File: src/rtl/shift_in_deser_reg_pkg.sv
// Shared definitions for the serial shift-in/shift-out register family:
// assembler FSM encoding and shift-direction constants.
package shift_in_deser_reg_pkg;

  typedef enum logic {
    ST_IDLE  = 1'b0,
    ST_SHIFT = 1'b1
  } state_e;

  localparam logic SHIFT_LEFT  = 1'b0;  // MSB first
  localparam logic SHIFT_RIGHT = 1'b1;  // LSB first

endpackage

File: src/rtl/shift_in_deser_reg_out_buf.sv
// One-entry valid/ready holding register for assembled words, with a sticky
// overrun flag for words that arrive while the entry is full and not draining.
module deser_out_buf #(
  parameter int WIDTH = 8
) (
  input  logic             clk,
  input  logic             reset,
  input  logic             load,
  input  logic [WIDTH-1:0] word,
  input  logic             dout_ready,
  input  logic             clr_overrun,
  output logic [WIDTH-1:0] dout,
  output logic             dout_valid,
  output logic             overrun
);

  logic free;
  assign free = !dout_valid || dout_ready;

  always_ff @(posedge clk) begin
    if (reset) begin
      dout       <= '0;
      dout_valid <= 1'b0;
      overrun    <= 1'b0;
    end else begin
      if (load && free) begin
        dout       <= word;
        dout_valid <= 1'b1;
      end else if (dout_valid && dout_ready) begin
        dout_valid <= 1'b0;
      end
      // a new drop outranks a clear on the same edge
      if (load && !free)
        overrun <= 1'b1;
      else if (clr_overrun)
        overrun <= 1'b0;
    end
  end

endmodule

File: src/rtl/shift_in_deser_reg.sv
// Serial-in/parallel-out receiver: assembles WIDTH bits MSB- or LSB-first and
// hands each word to a one-entry valid/ready buffer.
module shift_in_deser_reg
  import shift_in_deser_reg_pkg::*;
#(
  parameter int WIDTH = 8
) (
  input  logic             clk,
  input  logic             reset,
  input  logic             sin,
  input  logic             sin_valid,
  input  logic             frame_sync,
  input  logic             shift_left_right,
  output logic [WIDTH-1:0] dout,
  output logic             dout_valid,
  input  logic             dout_ready,
  output logic             busy,
  output logic             overrun,
  input  logic             clr_overrun
);

  localparam int CNT_W = $clog2(WIDTH + 1);

  state_e           state;
  logic [CNT_W-1:0] cnt;
  logic [WIDTH-1:0] sr;
  logic             mode;
  logic             done;

  logic             restart;
  logic             bit_mode;
  logic             last_bit;
  logic [WIDTH-1:0] base;
  logic [WIDTH-1:0] sr_next;

  // bit 0 of a word: either the first bit out of IDLE or a resync mid-word
  assign restart  = sin_valid && ((state == ST_IDLE) || frame_sync);
  assign bit_mode = restart ? shift_left_right : mode;
  assign base     = restart ? '0 : sr;
  assign sr_next  = (bit_mode == SHIFT_RIGHT) ? {sin, base[WIDTH-1:1]}
                                              : {base[WIDTH-2:0], sin};
  assign last_bit = sin_valid && !restart && (cnt == CNT_W'(WIDTH - 1));

  always_ff @(posedge clk) begin
    if (reset) begin
      state <= ST_IDLE;
      busy  <= 1'b0;
      cnt   <= '0;
      sr    <= '0;
      mode  <= SHIFT_LEFT;
      done  <= 1'b0;
    end else begin
      done <= last_bit;
      if (sin_valid) begin
        sr <= sr_next;
        if (restart) begin
          mode  <= shift_left_right;
          cnt   <= CNT_W'(1);
          state <= ST_SHIFT;
          busy  <= 1'b1;
        end else if (last_bit) begin
          cnt   <= '0;
          state <= ST_IDLE;
          busy  <= 1'b0;
        end else begin
          cnt   <= cnt + CNT_W'(1);
        end
      end
    end
  end

  // sr holds the finished word for exactly the cycle done is high
  deser_out_buf #(.WIDTH(WIDTH)) u_out_buf (
    .clk         (clk),
    .reset       (reset),
    .load        (done),
    .word        (sr),
    .dout_ready  (dout_ready),
    .clr_overrun (clr_overrun),
    .dout        (dout),
    .dout_valid  (dout_valid),
    .overrun     (overrun)
  );

endmodule
File: config.mk
export PLATFORM = sky130hd
export DESIGN_NAME = shift_in_deser_reg
export DESIGN_NICKNAME = d
export VERILOG_FILES = /design/src/rtl/shift_in_deser_reg_pkg.sv /design/src/rtl/shift_in_deser_reg_out_buf.sv /design/src/rtl/shift_in_deser_reg.sv
export SDC_FILE = /design/constraint.sdc
export NUM_CORES = 1
export LEC_CHECK = 0
export ABC_AREA = 1
export BUFFER_PORTS_ARGS = -buffer_cell sky130_fd_sc_hd__buf_2
export CAP_MARGIN = 20
export CORE_MARGIN = 4
export CORE_UTILIZATION = 50
export CTS_BUF_LIST = sky130_fd_sc_hd__clkbuf_4 sky130_fd_sc_hd__clkbuf_8
export CTS_CLUSTER_SIZE = 40
export DETAILED_ROUTE_END_ITERATION = 6
export MAX_ROUTING_LAYER = met4
export PLACE_DENSITY = 0.81
export SYNTH_ARGS = -nofsm -noshare
export SYNTH_HDL_FRONTEND = slang
export SYNTH_SLANG_ARGS = --single-unit
File: constraint.sdc
create_clock -name clk -period 2.1 [get_ports clk]
set_clock_uncertainty 0.15 [all_clocks]
set_input_delay 0.63 -clock clk [delete_from_list [all_inputs] [get_ports clk]]
set_output_delay 0.63 -clock clk [all_outputs]
set_load 0.01 [all_outputs]
==> impl_metrics.env, run 1 <==
export IMPL_drt_wl_total_um=2160
export IMPL_synth_fp_nets=153
export IMPL_maxSlewViolCount=0
export IMPL_arrival_ns=0.96
export IMPL_r2r_end="sr[0]$_SDFFE_PP0P_"
export IMPL_p_sw_mw=0.181
export IMPL_p_int_mw=0.589
export IMPL_p_seq_share_pct=64.1
export IMPL_grt_pass1_vias=895
export IMPL_cts_tree="yes"
export IMPL_max_freq_mhz=576
export IMPL_multiInputGateArea_sq_um=498
export IMPL_gp_congestion=0.783
export IMPL_die_h_um=55.1
export IMPL_critical_path_class="reg -> out"
export IMPL_synth_edf_count=0
export IMPL_tightest_slew_ns=0.497
export IMPL_fin_crit_ns=1.74
export IMPL_io_pins=19
export IMPL_design_core_area_sq_mm=0.00204
export IMPL_root_buffer="clkbuf_4"
export IMPL_postSynthRegisterBits=25
export IMPL_slowest_stage="dfxtp_1"
export IMPL_holdCritStartpoint="u_out_buf.overrun$_SDFFE_PP0P_"
export IMPL_synthArstFlopShare_pct=0
export IMPL_dr_pass1_iters=4
export IMPL_grt_pass1_wl_um=3700
export IMPL_cts_buffers=3
export IMPL_port_buffer_count=18
export IMPL_rrSetupSlack_ns=0.72
export IMPL_netlist_cell_type_count=23
export IMPL_start_util_pct=54.4
export IMPL_critical_path_top_delay_family="flip-flops"
export IMPL_hpwl_um=1700
export IMPL_hold_path_depth=2
export IMPL_critPathMaxStageDelay_ns=0.47
export IMPL_syn_area_sq_mm=0.00111
export IMPL_yosys_warnings=0
export IMPL_endpoint_kind="output port"
export IMPL_die_w_um=55.1
export IMPL_cp_cell_sequence="buf_2"
export IMPL_post_cts_buffers=0
export IMPL_viasPerCell=5.18
export IMPL_syn_area_per_cell_sq_um=7.72
export IMPL_cts_clk_slew_worst_paths_ns=0.13
export IMPL_insertion_delay_ns=0.31
export IMPL_cp_start_kind="flip-flop"
export IMPL_area_growth_syn_to_layout_pct=10.6
export IMPL_regArea_sq_um=500
export IMPL_ant_nets=0
export IMPL_p_leak_nw=0.513
export IMPL_ys_flop_type="dfxtp_1"
export IMPL_grt_max_degree=15
export IMPL_grt_overflow=0
export IMPL_maxCapViolations=0
export IMPL_fin_crit_sh_pct=82.7
export IMPL_ir_drop_uv=340
export IMPL_p_per_area_mw_per_mm2=626
export IMPL_clkSinkCount=25
export IMPL_crit_required_ns=1.32
export IMPL_grt_antenna_before_repair=0
export IMPL_setup_tns_ns=0
export IMPL_whs_ns=0.331
export IMPL_r2r_start="mode$_SDFFE_PP0P_"
export IMPL_hold_path_class="reg -> reg"
export IMPL_wire_per_inst_um=11.4
export IMPL_detail_route_iter0_violations=15
export IMPL_reg2regPathDepth=4
export IMPL_fin_nets=172
export IMPL_yosysSeqAreaShare_pct=45.0
export IMPL_antenna_cells=0
export IMPL_post_synth_inst_count=144
export IMPL_finalHoldViolCount=0
export IMPL_status="complete, no violations"
export IMPL_cts_resized=0
export IMPL_pwr_share_clk_pct=28.6
export IMPL_grt_use_total_pct=17.5
export IMPL_relSlewSlack_pct=66.8
export IMPL_drive_gt1_share_pct=24.7
export IMPL_min_to="u_out_buf.overrun$_SDFFE_PP0P_"
export IMPL_htreeDepth=1
export IMPL_vias=979
export IMPL_die_area_sq_mm=0.00304
export IMPL_p_comb_share_pct=7.3
export IMPL_drc=0
export IMPL_crit_fanout=5
export IMPL_cts_hold_buf=0
export IMPL_finalSetupViolCount=0
export IMPL_fill_cells=189
export IMPL_rsz0062_at_grt="no"
export IMPL_switching_share_pct=23.5
export IMPL_path_buf_inv=1
export IMPL_num_rows=16
export IMPL_cts_buffer_depth=2
==> cells in the final DEF (no fill, tap or decap) <==
cell / Yosys / layout
a21oi_1: 16 / 16
nand4_1: 1 / 1
o21ai_1: 2 / 2
nand2_4: 1 / 1
o21ai_0: 12 / 12
nand2_2: 4 / 4
a21oi_2: 4 / 4
ha_1: 1 / 1
a31oi_1: 1 / 1
nand3_4: 1 / 1
inv_4: 2 / 2
dfxtp_1: 25 / 25
inv_2: 2 / 2
nand2_1: 31 / 31
nor2_1: 11 / 11
clkbuf_4: 0 / 4
xor2_1: 1 / 1
and3_1: 1 / 1
nand3_1: 7 / 7
inv_1: 13 / 13
buf_4: 0 / 1
o21ai_2: 3 / 3
buf_2: 1 / 18
==> metrics by stage <==
step | area [sq um] | worst slack (ns) | instances | total power [mW] | utilization, %
finish | 1230 | 0.364 | 189 | 0.769 | 60.2
global placement | 1200 | 0.598 | 185 | 0.557 | 58.7
floorplan | 1110 | 0.724 | 144 | 0.543 | -
detailed placement | 1200 | 0.551 | 185 | 0.559 | 58.7
CTS | 1230 | 0.358 | 189 | 0.774 | 60.2
global route | 1230 | 0.276 | 189 | 0.806 | 60.2
==> flip-flops by register name, summed over array words and instances, names as in the netlist <==
signal                flops
state                     1
cnt                       4
sr                        8
u_out_buf.dout            8
mode                      1
done                      1
u_out_buf.overrun         1
u_out_buf.dout_valid      1
==> worst max path at each step <==
| stage | startpoint | to | slack [ns] | cells past startpoint |
|---|---|---|---|---|
| after floorplan | sin_valid | cnt[0]$_SDFFE_PP0P_ | 0.72 | 5 |
| final | state$_SDFFE_PP0P_ | busy | 0.36 | 1 |
| after CTS | state$_SDFFE_PP0P_ | busy | 0.36 | 1 |
| after global placement | frame_sync | cnt[0]$_SDFFE_PP0P_ | 0.60 | 6 |
| after detailed placement | frame_sync | sr[0]$_SDFFE_PP0P_ | 0.55 | 7 |
| after global routing | state$_SDFFE_PP0P_ | busy | 0.28 | 1 |
==> power groups by stage <==
| stage | clock network, mW | registers [mW] | logic [mW] |
|---|---|---|---|
| detailed placement | 0 | 0.503 | 0.0558 |
| global route | 0.248 | 0.495 | 0.0626 |
| floorplan | 0 | 0.499 | 0.0435 |
| global placement | 0 | 0.503 | 0.0537 |
| finish | 0.220 | 0.493 | 0.0559 |
| CTS | 0.225 | 0.493 | 0.0558 |
==> cell type report <==
| cell class | count | area share, % |
|---|---|---|
| tap | 27 | 2.75 |
| sequential | 25 | 40.7 |
| inverter | 17 | 5.60 |
| clock buffer | 4 | 2.44 |
| timing repair buffer | 19 | 7.94 |
| multi-input combinational | 97 | 40.5 |
==> worst min-delay path, delay by kind of cell, from the launching register on <==
kind,cells,cell delay (ns)
flip-flops,1,0.33
AND/OR/NAND/NOR,1,0.06
AO/OA/AOI/OAI,1,0.06
==> routing by layer <==
metal  vias up  routed length [um]  GRT usage (%)  share of wire [%]
met2        29                1020           28.0                 47
met5         -                   0              -                  0
met1       436                 971           20.8                 45
li1        506                   -              -                  -
met3         8                 123           3.22                5.7
met4         0                  45           9.31                2.1
==> Yosys cell counts, types with 3 or more instances <==
library cell	n	area, sq um
nand2_1	31	116
a21oi_1	16	80.1
nor2_1	11	41.3
nand2_2	4	25.0
nand3_1	7	35.0
o21ai_2	3	26.3
o21ai_0	12	60.1
buf_6	3	33.8
dfxtp_1	25	500
inv_1	13	48.8
a21oi_2	4	35.0
==> cell families (layout without fill, tap and decap cells) <==
group / Yosys count / count (layout) / synth area share [%]
and+or+nand+nor: 57 / 57 / 23.3
AOI/OAI and AO/OA: 38 / 38 / 19.6
DFF: 25 / 25 / 45.0
buffers and inverters: 22 / 40 / 10.1
adders and majority gates: 1 / 1 / 1.13
xor gates and xnor gates: 1 / 1 / 0.788
Note: power is estimated with default switching activity, not from simulation.
==> run 2: changes to the inputs <==
- clock period: 2.1 -> 1.6 ns (I/O delays scaled with it)
==> impl_metrics.env, run 2 (same netlist as run 1, synthesis figures left out) <==
export IMPL_dr_pass1_iters=5
export IMPL_hold_path_class="in -> reg"
export IMPL_grt_antenna_before_repair=0
export IMPL_critPathMaxStageDelay_ns=0.41
export IMPL_io_pins=19
export IMPL_tightest_slew_ns=0.482
export IMPL_place_worst_setup_slack_ns=0.167
export IMPL_ir_drop_uv=498
export IMPL_grt_overflow=0
export IMPL_fill_cells=185
export IMPL_p_seq_share_pct=63.5
export IMPL_p_per_area_mw_per_mm2=828
export IMPL_clkSinkCount=25
export IMPL_p_sw_mw=0.245
export IMPL_gp_congestion=0.825
export IMPL_grt_use_total_pct=18.7
export IMPL_wire_per_inst_um=11.9
export IMPL_ant_nets=0
export IMPL_detail_route_iter0_violations=16
export IMPL_fin_nets=172
export IMPL_path_buf_inv=1
export IMPL_area_growth_syn_to_layout_pct=10.7
export IMPL_layout_commonest_cell="nand2_1"
export IMPL_maxCapViolations=0
export IMPL_finalHoldViolCount=0
export IMPL_mostFrequentLayoutCells="nand2_1 (31), dfxtp_1 (24), buf_2 (18), a21oi_1 (16), inv_1 (13)"
export IMPL_postLayoutCoreUtil_pct=60.2
export IMPL_num_rows=16
export IMPL_arrival_ns=0.88
export IMPL_regArea_sq_um=502
export IMPL_setup_tns_ns=0
export IMPL_cts_buffers=3
export IMPL_viasPerCell=5.17
export IMPL_max_freq_mhz=663
export IMPL_drive_gt1_share_pct=25.3
export IMPL_largestRegisters="sr: 8 flops, u_out_buf.dout: 8 flops, cnt: 4 flops"
export IMPL_die_w_um=55.1
export IMPL_final_area_sq_mm=0.00123
export IMPL_cts_tree="yes"
export IMPL_fin_crit_ns=1.51
export IMPL_cts_clk_slew_worst_paths_ns=0.13
export IMPL_grt_max_degree=15
export IMPL_p_int_mw=0.773
export IMPL_placed_area_sq_mm=0.00120
export IMPL_port_buffer_count=18
export IMPL_design_core_area_sq_mm=0.00204
export IMPL_holdCritStartpoint="clr_overrun"
export IMPL_grt_pass1_wl_um=3810
export IMPL_p_comb_share_pct=7.3
export IMPL_critical_path_top_delay_family="flip-flops"
export IMPL_antenna_cells=0
export IMPL_insertion_delay_ns=0.32
export IMPL_whs_ns=0.248
export IMPL_slowest_stage="dfxtp_2"
export IMPL_cp_cell_sequence="buf_2"
export IMPL_p_leak_nw=0.514
export IMPL_r2r_start="mode$_SDFFE_PP0P_"
export IMPL_fin_crit_sh_pct=94.3
export IMPL_crit_required_ns=0.97
export IMPL_multiInputGateArea_sq_um=498
export IMPL_drt_wl_total_um=2240
export IMPL_root_buffer="clkbuf_4"
export IMPL_die_h_um=55.1
export IMPL_crit_fanout=5
export IMPL_status="complete, no violations"
export IMPL_switching_share_pct=24.1
export IMPL_start_util_pct=54.4
export IMPL_hpwl_um=1700
export IMPL_endpoint_kind="output port"
export IMPL_pwr_share_clk_pct=29.1
export IMPL_setup_ws_ns=0.0919
export IMPL_drc=0
export IMPL_critPathLaunch="state$_SDFFE_PP0P_"
export IMPL_cts_buffer_depth=2
export IMPL_cp_start_kind="flip-flop"
export IMPL_rsz0062_at_grt="no"
export IMPL_htreeDepth=1
export IMPL_grt_pass1_vias=840
export IMPL_vias=977
export IMPL_critical_path_class="reg -> out"
export IMPL_finalSetupViolCount=0
export IMPL_cts_hold_buf=0
export IMPL_maxSlewViolCount=0
export IMPL_relSlewSlack_pct=67.8
export IMPL_die_area_sq_mm=0.00304
[run 2: cell counts in the layout (fill, tap and decap cells not counted)]
Identical to the previous run, type by type.
[run 2: per-stage QoR]
stage / cells / total power [mW]
after floorplan: 144 / 0.712
after global placement: 185 / 0.731
after detailed placement: 185 / 0.734
after CTS: 189 / 1.03
after global routing: 189 / 1.07
final: 189 / 1.02
[run 2: layout make-up]
type,count,area share [%]
clock buffer,4,2.44
tap,27,2.75
inverter,17,5.60
timing repair buffer,19,7.93
multi-input combinational,97,40.5
sequential,25,40.8
[run 2: repair_timing]
| action | CTS | global route |
|---|---|---|
| buffers inserted | 0 | 0 |
| setup endpoints to repair | 0 | 1 |
| resized for setup | 0 | 1 |
[run 2: metal layers]
metal,up-vias,wire [um],global-route usage [%]
met1,451,1040,22.5
met3,4,89,2.41
met2,18,1060,29.3
met4,0,56,12.1
li1,504,-,-
met5,-,0,-
[run 2: worst paths after layout]
check,end,slack (ns),cells after the start
max reg2reg,sr[0]$_SDFFE_PP0P_,0.22,4
max,busy,0.09,1
min,u_out_buf.overrun$_SDFFE_PP0P_,0.25,4
min reg2reg,sr[1]$_SDFFE_PP0P_,0.33,2
[run 2: power by group through the flow]
stage / Clock, mW / Combinational [mW] / Sequential, mW
finish: 0.297 / 0.0748 / 0.647
global route: 0.336 / 0.0855 / 0.650
CTS: 0.305 / 0.0748 / 0.647
detailed placement: 0 / 0.0738 / 0.660
global placement: 0 / 0.0706 / 0.660
floorplan: 0 / 0.0570 / 0.655
[run 2: worst register-to-register path, stage by stage (launching register included)]
cell and delay (ns):
dfxtp_1 0.64, inv_1 0.14, o21ai_0 0.18, nand2_1 0.08, a21oi_1 0.13
==> run 3: changes to the inputs <==
- CORE_ASPECT_RATIO: not set -> 1.2
- CTS_CLUSTER_SIZE: 40 -> 10
==> impl_metrics.env, run 3 (same netlist as run 1, synthesis figures left out) <==
export IMPL_status="complete, no violations"
export IMPL_largestRegisters="sr: 8 flops, u_out_buf.dout: 8 flops, cnt: 4 flops"
export IMPL_endpoint_kind="output port"
export IMPL_layout_commonest_cell="nand2_1"
export IMPL_cp_start_kind="flip-flop"
export IMPL_pwr_share_clk_pct=28.8
export IMPL_die_h_um=59.6
export IMPL_fin_nets=172
export IMPL_p_seq_share_pct=64.0
export IMPL_cts_tree="yes"
export IMPL_vias=959
export IMPL_crit_required_ns=0.97
export IMPL_cts_clk_slew_worst_paths_ns=0.12
export IMPL_p_sw_mw=0.238
export IMPL_insertion_delay_ns=0.32
export IMPL_crit_fanout=5
export IMPL_maxCapViolations=0
export IMPL_die_area_sq_mm=0.00304
export IMPL_arrival_ns=0.87
export IMPL_grt_pass1_vias=904
export IMPL_hpwl_um=1660
export IMPL_viasPerCell=4.99
export IMPL_p_per_area_mw_per_mm2=820
export IMPL_p_int_mw=0.773
export IMPL_start_util_pct=53.0
export IMPL_port_buffer_count=18
export IMPL_path_buf_inv=1
export IMPL_hold_path_class="in -> reg"
export IMPL_detail_route_iter0_violations=25
export IMPL_cts_buffer_depth=2
export IMPL_fin_crit_ns=1.50
export IMPL_grt_antenna_before_repair=0
export IMPL_num_rows=18
export IMPL_fill_cells=203
export IMPL_grt_overflow=0
export IMPL_grt_max_degree=15
export IMPL_grtUsageMet3_pct=2.27
export IMPL_mostFrequentLayoutCells="nand2_1 (31), dfxtp_1 (24), buf_2 (18), a21oi_1 (16), inv_1 (13)"
export IMPL_setup_tns_ns=0
export IMPL_dr_pass1_iters=4
export IMPL_ir_drop_uv=493
export IMPL_critical_path_class="reg -> out"
export IMPL_drive_gt1_share_pct=25.3
export IMPL_root_buffer="clkbuf_4"
export IMPL_drc=0
export IMPL_fin_crit_sh_pct=93.8
export IMPL_finalSetupViolCount=0
export IMPL_tightest_slew_ns=0.496
export IMPL_p_leak_nw=0.514
export IMPL_use_met2_pct=29.5
export IMPL_slowest_stage="dfxtp_2"
export IMPL_ant_nets=0
export IMPL_antenna_cells=0
export IMPL_post_cts_buffers=0
export IMPL_io_pins=19
export IMPL_cts_buffers=3
export IMPL_critPathMaxStageDelay_ns=0.41
export IMPL_switching_share_pct=23.5
export IMPL_finalHoldViolCount=0
export IMPL_htreeDepth=1
export IMPL_setup_ws_ns=0.0997
export IMPL_p_comb_share_pct=7.2
export IMPL_rsz0062_at_grt="no"
export IMPL_max_freq_mhz=667
export IMPL_area_growth_syn_to_layout_pct=11.0
export IMPL_gp_congestion=0.818
export IMPL_wire_per_inst_um=11.2
export IMPL_cp_cell_sequence="buf_2"
export IMPL_relSlewSlack_pct=66.9
export IMPL_die_w_um=51.0
export IMPL_critical_path_top_delay_family="flip-flops"
export IMPL_busiest_layer="met2"
export IMPL_maxSlewViolCount=0
export IMPL_place_worst_setup_slack_ns=0.217
export IMPL_grt_pass1_wl_um=3730
export IMPL_clkSinkCount=25
export IMPL_drt_wl_total_um=2150
export IMPL_grt_use_total_pct=17.0
export IMPL_design_core_area_sq_mm=0.00209
export IMPL_met1_usage_pct=18.2
[run 3: cell counts in the layout (fill, tap and decap cells not counted)]
Identical to the previous run, type by type.
[run 3: per-stage QoR]
stage | utilization (%) | power, mW | hold WS (ns) | cell area [sq um] | instances
after floorplan | - | 0.712 | 0.285 | 1110 | 144
after global placement | 57.4 | 0.730 | 0.300 | 1200 | 188
after detailed placement | 57.4 | 0.734 | 0.303 | 1200 | 188
after CTS | 58.8 | 1.02 | 0.210 | 1230 | 192
after global routing | 58.9 | 1.05 | 0.206 | 1230 | 192
final | 58.9 | 1.01 | 0.221 | 1230 | 192
[run 3: what timing repair did]
item | 4_1_cts | 5_1_grt
setup endpoints to repair | 0 | 1
resized for setup | 0 | 1
hold buffers | 0 | 0
[run 3: metal layers]
layer | share of wire (%) | up-vias
met5 | 0 | -
met2 | 53 | 15
met3 | 2.8 | 4
met1 | 42 | 436
li1 | - | 504
met4 | 2.6 | 0
[run 3: worst register-to-register path, cell delays in order, from the launching register on]
cell     delay (ns)
dfxtp_1        0.65
inv_1          0.16
o21ai_0        0.19
nand2_1        0.07
a21oi_1        0.13
[run 3: path summary, 6_finish.rpt]
path	startpoint	endpoint	slack, ns	cells after the start
worst min register to register	u_out_buf.overrun$_SDFFE_PP0P_	u_out_buf.overrun$_SDFFE_PP0P_	0.32	2
worst max-delay path	state$_SDFFE_PP0P_	busy	0.1	1
worst min-delay path	reset	u_out_buf.overrun$_SDFFE_PP0P_	0.22	2
worst max register to register	mode$_SDFFE_PP0P_	sr[0]$_SDFFE_PP0P_	0.21	4
[run 3: area by class of cell]
class,instances,area [sq um],area share (%)
well taps,30,37.5,3.04
multi-input cells,97,498,40.4
clock buffers,4,30.0,2.43
flip-flops and latches,25,502,40.7
repair buffers,19,97.6,7.91
inverters,17,68.8,5.58
[run 3: power by group through the flow]
stage          clock network, mW  logic [mW]  registers, mW
2_1_floorplan                  0      0.0570          0.655
4_1_cts                    0.297      0.0733          0.647
3_5_place_dp                   0      0.0731          0.660
6_report                   0.291      0.0730          0.647
3_3_place_gp                   0      0.0701          0.660
5_1_grt                    0.320      0.0836          0.650
